==> src/rtl/mpu_ctrl.sv <==
// MPU sequencing controller: fetch/exec/commit FSM with host-memory read and user IRQ.
// Optional MPU_CTRL_HM_SYNC_EN: 2-flop synchronizer on hm_ack.
module mpu_ctrl #(
   parameter int AW         = 16,
   parameter int IW         = 48,
   parameter int DW         = 64,
   parameter int HM_TIMEOUT = 1023,
   parameter int RESET_IP   = 0
) (
   input  logic          sys_clk,
   input  logic          sys_rst_n,
   input  logic          en,
   output logic [AW-1:0] i_addr,
   input  logic [IW-1:0] i_data,
   output logic [IW-1:0] insn,
   output logic          insn_valid,
   input  logic [AW-1:0] ex_isize,
   input  logic          ex_load,
   input  logic [AW-1:0] ex_target,
   input  logic          ex_we,
   input  logic          ex_hm_req,
   input  logic [DW-1:0] ex_hm_addr,
   input  logic          ex_irq_req,
   input  logic [DW-1:0] ex_irq_data,
   input  logic          ex_error,
   output logic          we,
   output logic [DW-1:0] hm_addr,
   output logic          hm_start,
   input  logic          hm_ack,
   input  logic [DW-1:0] hm_data,
   output logic [DW-1:0] hm_rdata,
   output logic          hm_valid,
   output logic          user_irq,
   output logic [DW-1:0] user_data,
   input  logic          user_ack,
   output logic          error,
   output logic [1:0]    err_code,
   output logic          busy
);

   localparam int TW = $clog2(HM_TIMEOUT + 1);

   typedef enum logic [2:0] {
      S_IDLE,
      S_FETCH,
      S_EXEC,
      S_HM_REQ,
      S_HM_REL,
      S_IRQ_WAIT,
      S_HALT
   } state_t;

   state_t        state;
   state_t        state_n;
   logic [AW-1:0] ip;
   logic [AW-1:0] ip_next;
   logic [AW-1:0] isize_q;
   logic [AW-1:0] target_q;
   logic          load_q;
   logic          we_q;
   logic [DW-1:0] hm_addr_q;
   logic [DW-1:0] rdata_q;
   logic [DW-1:0] udata_q;
   logic          err_q;
   logic [1:0]    code_q;
   logic [TW-1:0] tcnt;
   logic          t_out;
   logic          ack_s;

   logic          commit;
   logic          we_c;
   logic          hmv_c;
   logic          capture;
   logic          go_halt;
   logic [1:0]    halt_code;

   logic [AW-1:0] sel_size;
   logic [AW-1:0] sel_tgt;
   logic          sel_load;

`ifdef MPU_CTRL_HM_SYNC_EN
   logic [1:0] ack_sync;

   always_ff @(posedge sys_clk or negedge sys_rst_n) begin
      if (!sys_rst_n) begin
         ack_sync <= '0;
      end else begin
         ack_sync <= {ack_sync[0], hm_ack};
      end
   end

   assign ack_s = ack_sync[1];
`else
   assign ack_s = hm_ack;
`endif

   // EXEC commits straight from the decoder; deferred commits use the held copy
   assign sel_load = (state == S_EXEC) ? ex_load   : load_q;
   assign sel_tgt  = (state == S_EXEC) ? ex_target : target_q;
   assign sel_size = (state == S_EXEC) ? ex_isize  : isize_q;
   assign ip_next  = sel_load ? sel_tgt : ip + sel_size;

   assign t_out = (tcnt == TW'(HM_TIMEOUT - 1));

   always_comb begin
      state_n   = state;
      commit    = 1'b0;
      we_c      = 1'b0;
      hmv_c     = 1'b0;
      capture   = 1'b0;
      go_halt   = 1'b0;
      halt_code = 2'b00;
      unique case (state)
         S_IDLE: begin
            if (en) state_n = S_FETCH;
         end
         S_FETCH: begin
            state_n = en ? S_EXEC : S_IDLE;
         end
         S_EXEC: begin
            if (ex_error) begin
               go_halt   = 1'b1;
               halt_code = 2'b01;
            end else if (ex_hm_req && ex_irq_req) begin
               go_halt   = 1'b1;
               halt_code = 2'b11;
            end else if (ex_hm_req) begin
               state_n = S_HM_REQ;
            end else if (ex_irq_req) begin
               state_n = S_IRQ_WAIT;
            end else begin
               commit  = 1'b1;
               we_c    = ex_we;
               state_n = S_FETCH;
            end
         end
         S_HM_REQ: begin
            if (t_out) begin
               go_halt   = 1'b1;
               halt_code = 2'b10;
            end else if (ack_s) begin
               capture = 1'b1;
               state_n = S_HM_REL;
            end
         end
         S_HM_REL: begin
            if (!ack_s) begin
               commit  = 1'b1;
               we_c    = we_q;
               hmv_c   = 1'b1;
               state_n = S_FETCH;
            end else if (t_out) begin
               go_halt   = 1'b1;
               halt_code = 2'b10;
            end
         end
         S_IRQ_WAIT: begin
            if (user_ack) begin
               commit  = 1'b1;
               state_n = S_FETCH;
            end
         end
         S_HALT: begin
            state_n = S_HALT;
         end
         default: begin
            state_n = S_HALT;
         end
      endcase
      if (go_halt) state_n = S_HALT;
   end

   always_ff @(posedge sys_clk or negedge sys_rst_n) begin
      if (!sys_rst_n) begin
         state     <= S_IDLE;
         ip        <= AW'(RESET_IP);
         isize_q   <= '0;
         target_q  <= '0;
         load_q    <= 1'b0;
         we_q      <= 1'b0;
         hm_addr_q <= '0;
         rdata_q   <= '0;
         udata_q   <= '0;
         err_q     <= 1'b0;
         code_q    <= 2'b00;
         tcnt      <= '0;
      end else begin
         state <= state_n;
         if (commit) ip <= ip_next;
         if (state == S_EXEC) begin
            isize_q  <= ex_isize;
            load_q   <= ex_load;
            target_q <= ex_target;
            we_q     <= ex_we;
         end
         if (state == S_EXEC && state_n == S_HM_REQ) begin
            hm_addr_q <= ex_hm_addr;
            tcnt      <= '0;
         end else if (state == S_HM_REQ || state == S_HM_REL) begin
            tcnt <= tcnt + TW'(1);
         end
         if (state == S_EXEC && state_n == S_IRQ_WAIT) begin
            udata_q <= ex_irq_data;
         end
         if (capture) rdata_q <= hm_data;
         if (go_halt) begin
            err_q  <= 1'b1;
            code_q <= halt_code;
         end
      end
   end

   assign i_addr     = ip;
   assign insn       = i_data;
   assign insn_valid = (state == S_EXEC) || (state == S_HM_REQ) ||
                       (state == S_HM_REL) || (state == S_IRQ_WAIT);
   assign we         = we_c;
   assign hm_addr    = hm_addr_q;
   assign hm_start   = (state == S_HM_REQ);
   assign hm_rdata   = rdata_q;
   assign hm_valid   = hmv_c;
   assign user_irq   = (state == S_IRQ_WAIT);
   assign user_data  = udata_q;
   assign error      = err_q;
   assign err_code   = code_q;
   assign busy       = (state != S_IDLE) && (state != S_HALT);

endmodule

==> config.mk <==
export PLATFORM = sky130hd
export DESIGN_NAME = mpu_ctrl
export DESIGN_NICKNAME = d
export VERILOG_FILES = /design/src/rtl/mpu_ctrl.sv
export SDC_FILE = /design/constraint.sdc
export NUM_CORES = 1
export LEC_CHECK = 0
export BUFFER_PORTS_ARGS = -buffer_cell sky130_fd_sc_hd__buf_2
export CORE_AREA = 2 2 254 181
export DETAILED_ROUTE_END_ITERATION = 16
export DIE_AREA = 0 0 256 183
export SLEW_MARGIN = 20
export SYNTH_ARGS = -nofsm -noshare
export SYNTH_HDL_FRONTEND = slang
export SYNTH_SLANG_ARGS = --single-unit
export TNS_END_PERCENT = 1
==> constraint.sdc <==
create_clock -name sys_clk -period 3.1 [get_ports sys_clk]
set_input_delay 0.31 -clock sys_clk [delete_from_list [all_inputs] [get_ports sys_clk]]
set_output_delay 0.31 -clock sys_clk [all_outputs]
set_load 0.01 [all_outputs]
==> results of run 1 <==
==> what timing repair did <==
| item | in CTS | in global routing |
|---|---|---|
| hold buffers | 213 | 0 |
| endpoints found under the setup margin | 0 | 0 |
| gates resized for setup | 0 | 0 |
| hold endpoints to repair | 285 | 0 |
==> placed cells by master (no fill, tap or decap), types with 3 or more instances in the layout <==
cell	n
a21oi_1	17
inv_1	7
buf_4	22
nand3_1	13
mux2_1	49
dfrtp_1	258
o21ai_0	12
mux2_4	49
xnor2_1	7
a21o_1	7
bufinv_16	4
mux2i_1	4
or2_2	3
a211oi_1	6
o21ai_1	3
dlygate4sd3_1	213
mux2_2	103
buf_12	7
clkbuf_1	8
nor2_1	38
clkbuf_8	3
a31oi_1	9
xor2_1	9
clkbuf_16	27
nand2_1	110
clkinv_2	5
o22ai_1	4
o21a_1	5
buf_2	449
nor3_1	6
ha_1	17
==> where the power goes <==
group	total, µW	switching (µW)	internal [µW]
logic	619	257	361
registers	3390	14.1	3380
clock network	3400	1390	2010
==> metal layers <==
metal	global-route usage, %	wire length (µm)	up-vias
met4	3.30	704	2
met5	0	13	-
met2	24.5	17100	320
met3	4.44	2500	46
li1	-	-	4222
met1	18.7	15100	4474
==> worst min-delay path: stages <==
cell	delay, ns
buf_2	0.09
nand2_1	0.05
nand2_1	0.07
==> cell type report <==
type / count / share of cell area (%)
Antenna cell: 1 / 0.0146
Clock buffer: 38 / 4.36
Clock inverter: 12 / 0.993
Inverter: 8 / 0.175
Multi-Input combinational cell: 511 / 25.0
Sequential cell: 258 / 37.7
Tap cell: 603 / 4.40
Timing Repair Buffer: 692 / 27.4
==> registers in the layout, summed over array words and instances (netlist names) <==
name       cells
i_addr        16
state          3
hm_rdata      64
load_q         1
error          1
hm_addr       64
we_q           1
isize_q       16
user_data     64
tcnt          10
target_q      16
err_code       2
==> per-stage QoR <==
step                      std cells  util, %  setup slack [ns]  total power (µW)
after floorplan                 863        -            0.0478              3640
after global placement         1859     31.7             0.330              3850
after detailed placement       1859     31.7             0.250              3850
after CTS                      2122     38.5             0.236              7530
after global routing           2123     38.5            0.0164              7710
final                          2123     38.5             0.243              7410
==> worst min path at each step <==
stage | startpoint | endpoint | slack (ns) | cells after the start
floorplan | sys_rst_n | err_code[0] | 0.01 | 0
CTS | ex_isize[14] | isize_q[14] | 0.0006 | 3
finish | ex_isize[6] | isize_q[6] | 0.02 | 3
detailed placement | sys_rst_n | target_q[7] | 0.37 | 1
global route | ex_isize[6] | isize_q[6] | 0.01 | 3
global placement | sys_rst_n | target_q[7] | 0.37 | 1
==> cells by family (layout without fill, tap and decap cells) <==
family,Yosys count,after routing,share of synthesized area (%)
muxes,206,206,21.9
buffers and inverters,94,750,6.04
DFF,258,258,56.6
xor gates and xnor gates,16,16,1.23
and+or+nand+nor,194,194,7.69
other,0,1,0
adders and majority gates,18,18,2.04
AOI/OAI and AO/OA,77,77,4.48
==> reports/results.ini, run 1 <==
[place]
portBuffers = 450
place_hpwl_um = 24900
gp_congestion = 0.837
dpl_cell_area_mm2 = 0.0141

[critical_path]
cp_max_fo = 8
worstPathCellList = nor3b_4, buf_4, nand2_1, nand2_1, ha_1, a21o_1, o21bai_1, a211o_1, o22ai_1, mux2i_1, a211oi_1
cp.arrival_ns = 3.30
crit_family = compound AO/OA/AOI/OAI gates
rr_worst_depth = 11
cp-start-kind = flop
endpoint_kind = flop
crit_required_ns = 3.55
worst_path_max_delay_cell = dfrtp_1
worstReg2RegEnd = i_addr[12]
slowest_delay_ns = 0.49
rrSetupSlack_ns = 0.24
path_depth = 11
cp_num_buf_inv = 1
critPathCapture = i_addr[12]
setup.worst_path.class = reg2reg
reg2reg_from = state[1]
cp_common_cell = nand2_1
crit_start = state[1]

[clock_tree]
clkLatencyLatePin_ns = 0.55
cts_tree = done
post_cts_buffers = 0
cts_buffer_depth = 3
cts_made_buffers = 27
cts.sinks = 258
clockRootBuffer = clkbuf_16
clk_pin_slew_ns = 0.06
htree_levels = 1

[floorplan]
die_h_um = 183
design.core.area_mm2 = 0.0445
die_x_um = 256
die-area_mm2 = 0.0468
start_util_pct = 25.6
rows = 65
ioPinCount = 547

[timing]
slew_violations = 0
worst_hold_slack_ns = 0.0195
post-route-min-period_ns = 2.86
finalClockSkew_ns = 0.0185
worst_slew_pin_slew_ns = 1.02
finalHoldViolations = 0
rsz0062_at_grt = false
max_freq_mhz = 350
finalCritPeriodShare_pct = 92.2
fin_tns_setup_ns = 0
setup-violations-final = 0
slew_headroom_pct = 31.3

[route]
drt_wl_total_um = 35500
wire_per_inst_um = 16.7
route.detailed.drc = 0
drt_iter0_markers = 438
final_antenna_net_count = 0
vias = 9064
dr.pass1.iters = 5
via_per_inst = 4.27

[grt]
first_global_vias = 9398
grt-ovfl-total = 0
grt_use_total_pct = 14.7
grt_max_degree = 78
grt_first_pass_wirelength_um = 54600
antenna_found_initial = 2

[final_layout]
fillerInstances = 4229
ff_latch_area_mm2 = 0.00646
drive_gt1_share_pct = 45.4
multi_input_area_mm2 = 0.00428
final_area_mm2 = 0.0171
final_nets = 1798
area_growth_pct = 50.4

[synthesis]
synth_area_leaders = dfrtp_1 (57%), mux2_2 (10%), mux2_4 (6.5%), mux2_1 (4.8%), buf_4 (3.9%)
syn-cell-area_mm2 = 0.0114
synthArstFlopShare_pct = 100
synthTopCellsByCount = dfrtp_1 (258), nand2_1 (110), mux2_2 (103)
synth.most_common_cell = dfrtp_1
syn-num-nets = 1163
seq_area_frac_synth_pct = 56.6
yosysWarnings = 0
avgSynthCellArea_um2 = 13.2
ys_ff_latch = 258
synth.distinct_cells = 58
synthCells = 863
synth.top_cell.area_share_pct = 56.6
synthFlopType = dfrtp_1
yosys.area.top_type = dfrtp_1
synth_edf_count = 0

[power]
power_leakage_uw = 0.00930
powerDensity_mw_per_mm2 = 432
vdd_drop_max_uv = 327

[worst_hold_path]
min_path_type = in2reg

[outcome]
run_status = completed

[job]
timing.max_cap.violations = 0

No activity file was read; power rests on OpenSTA's default activity.
==> inputs of run 2 (changes only) <==
Settings changed: BUFFER_PORTS_ARGS -buffer_cell sky130_fd_sc_hd__buf_2 to not set, DONT_BUFFER_PORTS set to 1.
==> run 2 against run 1 <==
  * The run now ends with negative hold slack left
  * Sequential cell count is the same
  * Critical path depth grew 1
  * Critical endpoint is now i_addr[8]
  * First-iteration DRC count grew 6.6%
  * Clock skew shrank 0.0087 ns
  * Final cell count shrank 21%
  * Worst hold slack lost 0.57 ns
  * Global-route usage shrank 1.3 points
  * Sequential power is essentially flat
  * Largest cell class unchanged
==> reports/results.ini, run 2 (same netlist as run 1, synthesis figures left out) <==
[place]
gp_congestion = 0.790  ; -5.6%
dpl_cell_area_mm2 = 0.0117  ; -17%
portBuffers = 0  ; -100%
dp.cells = 1403  ; -25%
place_hpwl_um = 21900  ; -12%

[timing]
worst_slew_pin_slew_ns = 0.943  ; -0.0819 ns
max_freq_mhz = 366  ; +4.6%
worst_hold_slack_ns = -0.548  ; -0.567 ns
slew_headroom_pct = 37.2  ; +5.9 points
fin_tns_setup_ns = 0  ; unchanged
setup-violations-final = 0  ; unchanged
finalHoldViolations = 258  ; +258
slew_violations = 0  ; unchanged
rsz0062_at_grt = false
finalClockSkew_ns = 0.00973  ; -0.00872 ns
finalCritPeriodShare_pct = 88.1  ; -4.1 points
post-route-min-period_ns = 2.73  ; -0.126 ns

[clock_tree]
clk_pin_slew_ns = 0.06  ; about the same
cts_buffer_depth = 3  ; unchanged
clockRootBuffer = clkbuf_16
htree_levels = 1  ; unchanged
cts.sinks = 258  ; unchanged
post_cts_buffers = 0  ; unchanged
cts_tree = done
hold_buffers = 226  ; +6.1%
cts_made_buffers = 28  ; +3.7%
clkLatencyLatePin_ns = 0.55  ; about the same

[grt]
grt_use_total_pct = 13.3  ; -1.3 points
grt_first_pass_wirelength_um = 49200  ; -9.8%
grt-ovfl-total = 0  ; unchanged
grt_max_degree = 259  ; +230%
first_global_vias = 7774  ; -17%
antenna_found_initial = 1  ; -1

[route]
wire_per_inst_um = 19.2  ; +15%
vias = 7387  ; -19%
drt_iter0_markers = 467  ; +6.6%
via_per_inst = 4.39  ; +2.9%
route.detailed.drc = 0  ; unchanged
final_antenna_net_count = 0  ; unchanged
drt_wl_total_um = 32300  ; -8.9%
dr.pass1.iters = 5  ; unchanged

[floorplan]
design.core.area_mm2 = 0.0445  ; unchanged
die_x_um = 256  ; unchanged
die-area_mm2 = 0.0468  ; unchanged
ioPinCount = 547  ; unchanged
die_h_um = 183  ; unchanged
rows = 65  ; unchanged
start_util_pct = 25.6  ; unchanged

[power]
powerDensity_mw_per_mm2 = 467  ; +8.1%
vdd_drop_max_uv = 329  ; +0.81%
power_leakage_uw = 0.00718  ; -23%

[critical_path]
cp.arrival_ns = 3.20  ; -0.10 ns
setup.worst_path.class = reg2reg
cp_max_fo = 13  ; +5
endpoint_kind = flop
crit_required_ns = 3.57  ; +0.02 ns
cp-start-kind = flop

[final_layout]
final_area_mm2 = 0.0149  ; -13%
mostFrequentLayoutCells = dfrtp_1 (258), dlygate4sd3_1 (226), nand2_1 (110), mux2_2 (103)
final_nets = 1356  ; -25%
drive_gt1_share_pct = 22.1  ; -23 points
post-route-util_pct = 33.4  ; -5.1 points
fillerInstances = 4321  ; +2.2%
area_growth_pct = 30.5
stdcell_count = 1681  ; -21%
final_common_cell = dfrtp_1

[outcome]
run_status = finished, violations left
failed_checks = negative hold slack

[job]
timing.max_cap.violations = 0  ; unchanged

[worst_hold_path]
min_path_type = in2async

run 2: cell count changes in the layout (fill, tap and decap cells not counted), moves of 2 or more:
cell and change:
buf_2 -449, dlygate4sd3_1 +13, buf_12 -4, bufinv_16 -4
clkbuf_1 -3, buf_4 -2, clkinv_2 +2
run 2: where the power goes:
part / switching, µW / internal, µW / total (µW) / leakage [µW]
combinational: 131 / 256 / 387 / 0.00336
clock: 1390 / 1770 / 3170 / 0.000432
sequential: 23.4 / 3380 / 3400 / 0.00339
run 2: final cells by class:
type	count	area, µm²	area share [%]
Sequential cell	258	6460	43.4
Inverter	8	30.0	0.202
Multi-Input combinational cell	511	4290	28.8
Antenna cell	1	2.50	0.0168
Clock buffer	37	774	5.20
Clock inverter	14	101	0.681
Tap cell	603	754	5.07
Timing Repair Buffer	249	2470	16.6
run 2: layer usage:
layer  global-route usage (%)  share of wire [%]
met5                        0                  0
met1                     16.8                 41
met2                     21.3                 47
met4                     3.58                2.5
met3                     5.33                9.2
run 2: worst max-delay path, stage by stage, from the launching register on:
cell,delay (ns)
dfrtp_1,0.42
nor2_1,0.16
nand2_1,0.11
buf_4,0.20
nand2_1,0.08
nand2_1,0.08
ha_1,0.35
nand3_1,0.13
o211a_1,0.29
o21ai_0,0.28
xor2_1,0.25
nand2_1,0.12
a31oi_1,0.20
run 2: path summary, 6_finish.rpt:
path | startpoint | to | slack [ns] | depth (start not counted)
worst min register to register | isize_q[6] | isize_q[6] | 0.48 | 2
worst max register to register | state[2] | i_addr[8] | 0.37 | 12
worst max-delay path | state[2] | i_addr[8] | 0.37 | 12
min in group sys_clk | ex_irq_req | err_code[0] | 0.03 | 2
max in group asynchronous | sys_rst_n | hm_rdata[58] | 2.86 | 0
worst min-delay path | sys_rst_n | target_q[5] | -0.55 | 0
run 2: through the flow:
step	hold WS, ns	setup WS, ns	total power, µW
2_1_floorplan	0.0144	0.0478	3640
3_5_place_dp	0.0217	0.270	3600
4_1_cts	-0.576	0.223	7050
5_1_grt	-0.576	0.107	7240
6_report	-0.548	0.368	6950
3_3_place_gp	0.0237	0.290	3600
run 2: what timing repair did:
item / in CTS / in global routing
resized for setup: 0 / 1
hold endpoints to repair: 486 / 258
endpoints found under the setup margin: 0 / 1
==> inputs of run 3 (changes only) <==
Settings changed: PLACE_DENSITY set to 0.39.
==> run 3 against run 2 <==
  * Utilization grew 0.18 points
  * Die area stayed put
  * Sequential power barely moved
  * Combinational power increased by 1%
  * Final cell count down 0.24%
  * Count of clock-buffer cells in the layout is 1 higher
  * Total power up 2.8%
  * Cell area rose by 0.55%
  * The flow still finishes with violations (negative hold slack)
  * Sequential share of layout area shrank 0.24 points
==> reports/results.ini, run 3 (same netlist as run 1, synthesis figures left out) <==
[floorplan]
ioPinCount = 547  ; unchanged
design.core.area_mm2 = 0.0445  ; unchanged
rows = 65  ; unchanged
die_h_um = 183  ; unchanged
start_util_pct = 25.6  ; unchanged
die_x_um = 256  ; unchanged
die-area_mm2 = 0.0468  ; unchanged

[critical_path]
worstReg2RegEnd = i_addr[10]
cp_common_cell = nand2_1
crit_start = state[2]
worstPathCellList = buf_4, nor3b_4, buf_12, nand2_1, nand2_1, ha_1, fa_1, a21oi_1, o211a_1, o21ai_0, a311oi_1, o311ai_1, o21a_1
cp_max_fo = 19  ; +6
reg2reg_from = state[2]
setup.worst_path.class = reg2reg
slowest_delay_ns = 0.37  ; -0.05 ns
cp.arrival_ns = 3.33  ; +0.13 ns
rrSetupSlack_ns = 0.26  ; -0.11 ns
crit_required_ns = 3.59  ; +0.02 ns
endpoint_kind = flop
rr_worst_depth = 13  ; +1
cp-start-kind = flop
worst_path_max_delay_cell = dfrtp_1

[clock_tree]
clkLatencyLatePin_ns = 0.56  ; about the same
clk_pin_slew_ns = 0.06  ; about the same
clockRootBuffer = clkbuf_16
cts_tree = done
cts_buffer_depth = 3  ; unchanged
cts_made_buffers = 28  ; unchanged
hold_buffers = 227  ; +0.44%
cts.sinks = 258  ; unchanged
htree_levels = 1  ; unchanged

[timing]
setup-violations-final = 0  ; unchanged
post-route-min-period_ns = 2.84  ; +0.108 ns
rsz0062_at_grt = false
finalHoldViolations = 258  ; unchanged
slew_violations = 0  ; unchanged
fin_tns_setup_ns = 0  ; unchanged
finalClockSkew_ns = 0.0126  ; +0.00287 ns
worst_slew_pin_slew_ns = 0.774  ; -0.169 ns
slew_headroom_pct = 48.3  ; +11 points
max_freq_mhz = 352  ; -3.8%
worst_hold_slack_ns = -0.558  ; -0.00975 ns
finalCritPeriodShare_pct = 91.6  ; +3.5 points

[power]
netSwitchingPower_uw = 1540  ; -0.58%
vdd_drop_max_uv = 343  ; +4.2%
powerDensity_mw_per_mm2 = 478  ; +2.3%
internal_power_uw = 5610  ; +3.8%
sw_frac_of_total_pct = 21.5  ; -0.74 points
power_leakage_uw = 0.00720  ; +0.37%
pwr-share-comb_pct = 5.5  ; about the same
seq_power_share_pct = 47.6  ; -1.3 points
clkPwrFrac_pct = 47.0  ; +1.5 points

[grt]
grt_use_total_pct = 13.8  ; +0.43 points
antenna_found_initial = 2  ; +1
grt_max_degree = 259  ; unchanged
grt_first_pass_wirelength_um = 50000  ; +1.7%
first_global_vias = 7663  ; -1.4%
grt-ovfl-total = 0  ; unchanged

[job]
timing.max_cap.violations = 0  ; unchanged

[final_layout]
area_growth_pct = 31.2
final_common_cell = dfrtp_1
mostFrequentLayoutCells = dfrtp_1 (258), dlygate4sd3_1 (227), nand2_1 (110), mux2_2 (103)
final_nets = 1355  ; -0.074%
drive_gt1_share_pct = 21.8  ; -0.27 points
final_area_mm2 = 0.0150  ; +0.55%

[route]
vias = 7272  ; -1.6%
drt_wl_total_um = 33200  ; +2.7%
wire_per_inst_um = 19.8  ; +2.9%
route.detailed.drc = 0  ; unchanged
via_per_inst = 4.34  ; -1.3%
final_antenna_net_count = 0  ; unchanged
drt_iter0_markers = 441  ; -5.6%
dr.pass1.iters = 4  ; -1

[place]
portBuffers = 0  ; unchanged
dpl_cell_area_mm2 = 0.0118  ; +0.23%
gp_congestion = 0.780  ; -1.2%
place_hpwl_um = 23300  ; +6.6%

[worst_hold_path]
min_path_type = in2async

[outcome]
failed_checks = negative hold slack
run_status = finished, violations left

==> run 3: what timing repair did <==
item	CTS	global route
gates resized for setup	0	1
setup endpoints to repair	0	1
setup buffers	0	0
endpoints found under the hold margin	487	258
==> run 3: power by group through the flow <==
stage          clock network, µW  logic (µW)  registers [µW]
2_1_floorplan                  0         179            3460
4_1_cts                     3500         392            3400
3_5_place_dp                   0         143            3460
3_3_place_gp                   0         146            3470
6_report                    3360         391            3400
5_1_grt                     3670         424            3400
==> run 3: per-layer routing <==
metal	GRT usage (%)	vias up	part of all wire [%]	wire length, µm
met3	5.04	42	7.7	2550
met2	23.2	254	49	16400
met4	3.32	0	2.1	687
li1	-	3313	-	-
met5	0	-	0	0
met1	16.8	3663	41	13600
==> run 3: worst max-delay path: cells and delay by family (launching register included) <==
family / cells / cell delay (ns)
flip-flops: 1 / 0.37
AO/OA/AOI/OAI: 6 / 1.18
buffers and inverters: 2 / 0.36
AND/OR/NAND/NOR: 3 / 0.42
adder cells (fa/ha/maj): 2 / 0.43
==> run 3: area by class of cell <==
class	count	area, µm²
fill	4384	29500
sequential	258	6460
multi-input combinational	511	4290
timing repair buffer	248	2500
clock buffer	38	808
tap	603	754
clock inverter	9	109
inverter	8	30.0
antenna	2	5.00
==> run 3: worst max-delay path by stage <==
stage                      end  slack (ns)  cells after the start
global placement    i_addr[12]        0.29                     12
CTS                 i_addr[13]        0.21                     12
finish              i_addr[10]        0.26                     13
detailed placement  i_addr[13]        0.22                     12
global route        i_addr[10]     0.00009                     13
floorplan           i_addr[14]        0.05                     16
==> run 3: metrics by stage <==
| stage | std cells | utilization [%] | total power [µW] | worst slack, ns |
|---|---|---|---|---|
| 2_1_floorplan | 863 | - | 3640 | 0.0478 |
| 3_3_place_gp | 1401 | 26.4 | 3610 | 0.294 |
| 6_report | 1677 | 33.6 | 7150 | 0.260 |
| 4_1_cts | 1675 | 33.6 | 7300 | 0.209 |
| 5_1_grt | 1677 | 33.6 | 7500 | 0.0000855 |
| 3_5_place_dp | 1401 | 26.4 | 3610 | 0.222 |
